===== src/rtl/adc_capture_pkg.sv =====
// adc_capture_pkg
// Shared definitions for the ADC AXI-Stream capture path: capture state
// encodings and the helper that turns a programmed sample count into the
// capture target (0 selects full BRAM depth).
// No ports (package).

package adc_capture_pkg;

    localparam logic [1:0] ST_IDLE_ENC    = 2'd0;
    localparam logic [1:0] ST_ARMED_ENC   = 2'd1;
    localparam logic [1:0] ST_CAPTURE_ENC = 2'd2;
    localparam logic [1:0] ST_DONE_ENC    = 2'd3;

    typedef enum logic [1:0] {
        IDLE    = ST_IDLE_ENC,
        ARMED   = ST_ARMED_ENC,
        CAPTURE = ST_CAPTURE_ENC,
        DONE    = ST_DONE_ENC
    } cap_state_e;

    // nsamples == 0 encodes a full-depth capture of 2^addr_width words.
    function automatic logic [31:0] calc_target(input logic [31:0] nsamples,
                                                input int addr_width);
        if (nsamples == 32'd0)
            return 32'd1 << addr_width;
        return nsamples;
    endfunction

endpackage


===== src/rtl/capture_decim_gate.sv =====
// capture_decim_gate
// Beat-qualifying phase counter used when CAPTURE_DECIM_EN is defined.
// Passes every (decim+1)-th beat, starting with the first beat after clear.
// Ports:
//   clk, rst  - clock and async active-high reset
//   clear     - holds the phase at zero (outside the capture window / abort)
//   beat      - a valid beat inside the capture window
//   decim     - decimation factor minus one
//   take      - beat selected for writing

module capture_decim_gate
    import adc_capture_pkg::*;
(
    input  logic       clk,
    input  logic       rst,
    input  logic       clear,
    input  logic       beat,
    input  logic [7:0] decim,
    output logic       take
);

    logic [7:0] phase;

    always_ff @(posedge clk or posedge rst) begin
        if (rst) begin
            phase <= '0;
        end else if (clear) begin
            phase <= '0;
        end else if (beat) begin
            // >= keeps the counter bounded if decim shrinks mid-capture
            phase <= (phase >= decim) ? 8'd0 : phase + 8'd1;
        end
    end

    assign take = beat && (phase == 8'd0);

endmodule


===== src/rtl/adc_axis_capture.sv =====
// adc_axis_capture
// Sinks one ADC AXI-Stream channel and, once armed and triggered, writes a
// programmed number of samples into a capture BRAM (registered write port).
// Optional build macro: CAPTURE_DECIM_EN adds decim[7:0] and writes only
// every (decim+1)-th valid beat.
//
// state   | meaning
// IDLE    | waiting for arm; beats discarded, trigger ignored
// ARMED   | target latched, waiting for trigger
// CAPTURE | writing valid beats until count reaches target
// DONE    | capture complete, count held, arm re-arms
//
// Ports:
//   clk, rst            - ADC clock, async active-high reset
//   s_axis_tdata/tvalid - ADC sample stream; s_axis_tready is 1 outside reset
//   arm, abort, trigger - single-cycle control pulses
//   nsamples            - capture length, 0 = full depth
//   bram_addr/din/we    - capture BRAM write port
//   busy, done, count   - status; overrun flags a trigger during CAPTURE

module adc_axis_capture
    import adc_capture_pkg::*;
#(
    parameter int DATAWIDTH = 64,
    parameter int ADDRWIDTH = 12
) (
    input  logic                 clk,
    input  logic                 rst,
    input  logic [DATAWIDTH-1:0] s_axis_tdata,
    input  logic                 s_axis_tvalid,
    output logic                 s_axis_tready,
    input  logic                 arm,
    input  logic                 abort,
    input  logic                 trigger,
    input  logic [ADDRWIDTH:0]   nsamples,
`ifdef CAPTURE_DECIM_EN
    input  logic [7:0]           decim,
`endif
    output logic [ADDRWIDTH-1:0] bram_addr,
    output logic [DATAWIDTH-1:0] bram_din,
    output logic                 bram_we,
    output logic                 busy,
    output logic                 done,
    output logic [ADDRWIDTH:0]   count,
    output logic                 overrun
);

    localparam int CW = ADDRWIDTH + 1;

    cap_state_e    state_q, state_d;
    logic [CW-1:0] target_q, count_q, count_inc;
    logic          overrun_q;
    logic          window, beat, take, arm_load, overrun_set;

    // The trigger cycle in ARMED already belongs to the capture window so a
    // beat arriving with trigger becomes the first sample.
    assign window      = (state_q == CAPTURE) || ((state_q == ARMED) && trigger);
    assign beat        = window && s_axis_tvalid && !abort;
    assign count_inc   = count_q + CW'(1);
    assign arm_load    = arm && !abort && ((state_q == IDLE) || (state_q == DONE));
    assign overrun_set = trigger && !abort && (state_q == CAPTURE);

`ifdef CAPTURE_DECIM_EN
    capture_decim_gate u_decim_gate (
        .clk   (clk),
        .rst   (rst),
        .clear (!window || abort),
        .beat  (beat),
        .decim (decim),
        .take  (take)
    );
`else
    assign take = beat;
`endif

    always_ff @(posedge clk or posedge rst) begin
        if (rst) state_q <= IDLE;
        else     state_q <= state_d;
    end

    always_comb begin
        state_d = state_q;
        unique case (state_q)
            IDLE:    if (arm)     state_d = ARMED;
            ARMED:   if (trigger) state_d = CAPTURE;
            CAPTURE: state_d = CAPTURE;
            DONE:    if (arm)     state_d = ARMED;
            default: state_d = IDLE;
        endcase
        // Last sample: DONE lands on the same cycle its registered write issues.
        if (take && (count_inc == target_q))
            state_d = DONE;
        if (abort)
            state_d = IDLE;
    end

    always_ff @(posedge clk or posedge rst) begin
        if (rst) begin
            target_q  <= '0;
            count_q   <= '0;
            overrun_q <= 1'b0;
            bram_we   <= 1'b0;
            bram_addr <= '0;
            bram_din  <= '0;
        end else begin
            bram_we <= take;
            if (take) begin
                bram_addr <= count_q[ADDRWIDTH-1:0];
                bram_din  <= s_axis_tdata;
                count_q   <= count_inc;
            end
            if (arm_load) begin
                target_q  <= CW'(calc_target(32'(nsamples), ADDRWIDTH));
                count_q   <= '0;
                overrun_q <= 1'b0;
            end else if (overrun_set) begin
                overrun_q <= 1'b1;
            end
        end
    end

    assign s_axis_tready = ~rst;
    assign busy          = (state_q == ARMED) || (state_q == CAPTURE);
    assign done          = (state_q == DONE);
    assign count         = count_q;
    assign overrun       = overrun_q;

endmodule


===== config.mk =====
export PLATFORM = sky130hd
export DESIGN_NAME = adc_axis_capture
export DESIGN_NICKNAME = d
export VERILOG_FILES = /design/src/rtl/adc_capture_pkg.sv /design/src/rtl/capture_decim_gate.sv /design/src/rtl/adc_axis_capture.sv
export SDC_FILE = /design/constraint.sdc
export NUM_CORES = 1
export LEC_CHECK = 0
export BUFFER_PORTS_ARGS = -buffer_cell sky130_fd_sc_hd__buf_4
export CORE_MARGIN = 4
export CORE_UTILIZATION = 30
export CTS_BUF_LIST = sky130_fd_sc_hd__clkbuf_16
export DETAILED_ROUTE_END_ITERATION = 10
export SYNTH_ARGS = -nofsm -noshare
export SYNTH_HDL_FRONTEND = slang
export SYNTH_HIERARCHICAL = 1
export SYNTH_SLANG_ARGS = --single-unit

===== constraint.sdc =====
create_clock -name clk -period 4.6 [get_ports clk]
set_input_delay 0.92 -clock clk [delete_from_list [all_inputs] [get_ports clk]]
set_output_delay 0.92 -clock clk [all_outputs]
set_load 0.01 [all_outputs]

==> key figures <==
Synth
  – Number of flops mapped to enable cells by yosys: 0
  – Synth area leaders: dfrtp_1 57%, mux2_2 18%, nand2_1 3.7%
  – Post-synthesis area per instance: 12.4 sq um
  – Register area share after synthesis: 56.9%
  – Top-area cell type share of the netlist area: 56.9%
  – Primary FF master, synth: dfrtp_1
  – Synth Register Bits: 106
  – Unique masters post-synth: 43
  – Post-synth top area cell: dfrtp_1
  – Ys async rst share: 100%
  – Syn. warnings: 6
  – Post-Syn Nets: 464
  – Cells after synthesis: 377
  – Post-Syn Area: 4660 sq um

Pwr
  – Max VDD drop: 0.250 mV
  – Power after layout: 3680 uW
  – Pwr/cell area: 574 nW/um^2
  – Lkg Pwr: 0.00308 uW

Drt
  – DR pass1 iterations: 4
  – Routed Antenna Nets: 0
  – Routed wire length: 12000 um
  – Vias: 3521
  – DRC violations left: 0
  – DRT iter0 DRCs: 141
  – Drt via density: 4.77
  – Wirelength per Cell: 16.3 um

Setup path
  – CP arrival: 1730 ps
  – Setup CP Type: input pin to primary output
  – Top delay family on crit path: buffers and inverters
  – Slowest Stage Delay on Critical Path: 430 ps
  – Max FO, Critical Path: 49
  – Cell Chain, Critical Path: buf_4 -> inv_4 -> buf_4
  – Number of buffers and inverters on the critical path: 3
  – Worst setup SP type: input pin
  – CP Data Required Time: 3680 ps
  – Crit path top cell by count: buf_4
  – Setup crit end kind: primary output
  – Crit path max-delay cell type: inv_4

Clock tree
  – Post-CTS Repair Setup Buffers: 0
  – PostCTS Resize Cnt: 0
  – Number of buffers inserted by hold repair at cts: 0
  – CTS Buffer Depth: 2
  – CTS Buf Count: 9
  – CTS tree: done
  – Worst skew pair latency: 350 ps
  – # clock sinks: 106
  – Clock root buffer: clkbuf_16
  – Clk pin slew, worst setup/hold paths: 70 ps
  – H-tree depth: 3

STA
  – Worst-case hold slack: 504 ps
  – Worst slew margin: 44.9%
  – Final hold vios: 0
  – RSZ-0062 raised after global routing: no
  – Final min period: 2650 ps
  – Max Slew Vio Count: 0
  – Final worst-path cycle share: 57.6%
  – Clock Skew: 4.31 ps
  – Setup TNS Final: 0 ps
  – Final setup margin: 1950 ps
  – Finish-stage setup viols: 0
  – Slew at the pin with the worst max-slew slack: 823 ps
  – FMAX: 377 MHz

Global route
  – Met1 GRT Util: 17.1%
  – First-pass GRT wire length: 19700 um
  – Pin count of the biggest net entering global routing: 60
  – Gr usage total: 13.9%
  – Grt ovf: 0
  – GR Util met2: 22.5%
  – Vias in the first global route: 3823
  – Met3 Use GR: 4.37%
  – Initial antenna violation count: 0
  – Busiest grt layer: met2

Placement
  – DP Worst Slack: 1660 ps
  – Detail Placement HPWL: 8830 um
  – Number of port buffers: 176
  – Routability cong.: 0.853
  – Placed Area: 6110 sq um

Floorplanning
  – Placeable Area: 15200 sq um
  – I/O pins: 177
  – Cell Rows: 45
  – Starting density of the core: 30.7%
  – DIE WIDTH: 133 um
  – Die Ht: 133 um
  – Die area: 17600 sq um

Cells and area
  – Nets: 632
  – Most common cell after layout, fill and taps aside: buf_4
  – Most frequent cells in the layout: 179 x buf_4, 106 x dfrtp_1, 76 x mux2_2
  – Synth-to-Final Area Change: 37.8%
  – Share of cells above drive strength 1: 50.9%
  – ANT cells: 0
  – Register area: 2650 sq um
  – Final Cell Area: 6420 sq um
  – Filler cells: 1481
  – Area of the multi-input gates: 1860 sq um

Worst hold path
  – Worst hold path type: flop to flop

Job
  – Maximum capacitance violations: 0

Outcome
  – Outcome: complete, no violations
[tightest hold or removal path, cell delays in order, from the launching register on]
cell and delay (ps):
dfrtp_1 360, nand2_1 60, nand2_1 60
[per-layer routing]
metal / part of all wire, % / wire length, um
met5: 0 / 0
met4: 2.8 / 335
met3: 7.6 / 913
met2: 47 / 5710
met1: 42 / 5060
[power breakdown]
part | internal (uW) | switching (uW)
logic | 791 | 592
clock network | 426 | 356
registers | 1300 | 222
total | 2510 | 1170
[stage by stage]
step | instances | utilization, %
3_3_place_gp | 722 | 40.2
5_1_grt | 738 | 42.2
4_1_cts | 738 | 42.2
2_1_floorplan | 377 | -
3_5_place_dp | 722 | 40.2
6_report | 738 | 42.2
[kinds of logic (layout without fill, tap and decap cells)]
kind of cell / Yosys count / count (layout) / share of synthesized area (%)
adders and majority gates: 4 / 4 / 1.07
and+or+nand+nor: 101 / 101 / 11.0
xor gates and xnor gates: 17 / 17 / 3.20
muxes: 77 / 77 / 18.6
AOI/OAI and AO/OA: 44 / 44 / 5.96
DFF: 106 / 106 / 56.9
buffers and inverters: 28 / 201 / 3.25
[registers in the layout, indices dropped and copies added (netlist names)]
name,flops
bram_din,64
count,13
target_q,13
bram_addr,12
state_q,2
bram_we,1
overrun,1
[Yosys cell counts, types with 5 or more instances]
master    number
buf_2         13
inv_1          6
nand2_1       46
mux2_2        76
nor4_1         5
clkbuf_1       5
nand3_1       10
a21oi_1        6
dfrtp_1      106
xnor2_1       12
o31ai_1        6
nor2_1        10
o21ai_0       19
xor2_1         5
and2_1         6
[final cells by class]
cell class | instances | share of cell area (%)
clock buffers | 9 | 3.51
clock inverters | 7 | 1.23
inverters | 6 | 0.390
multi-input cells | 243 | 28.9
flip-flops and latches | 106 | 41.3
well taps | 188 | 3.66
repair buffers | 179 | 20.9
[final timing paths]
| path | from | slack (ps) | cells after the start | to |
|---|---|---|---|---|
| worst max-delay path | rst | 1950 | 3 | s_axis_tready |
| worst min-delay path | target_q[0]$_DFFE_PP0P_ | 500 | 2 | target_q[0]$_DFFE_PP0P_ |
| worst max register to register | state_q[1]$_DFFE_PP0P_ | 2180 | 6 | bram_din[8]$_DFFE_PP0P_ |
| worst min register to register | target_q[0]$_DFFE_PP0P_ | 500 | 2 | target_q[0]$_DFFE_PP0P_ |
| max in group asynchronous | rst | 2750 | 3 | bram_din[30]$_DFFE_PP0P_ |
| min in group asynchronous | rst | 650 | 2 | bram_din[46]$_DFFE_PP0P_ |
(Power assumes the default switching activity.)
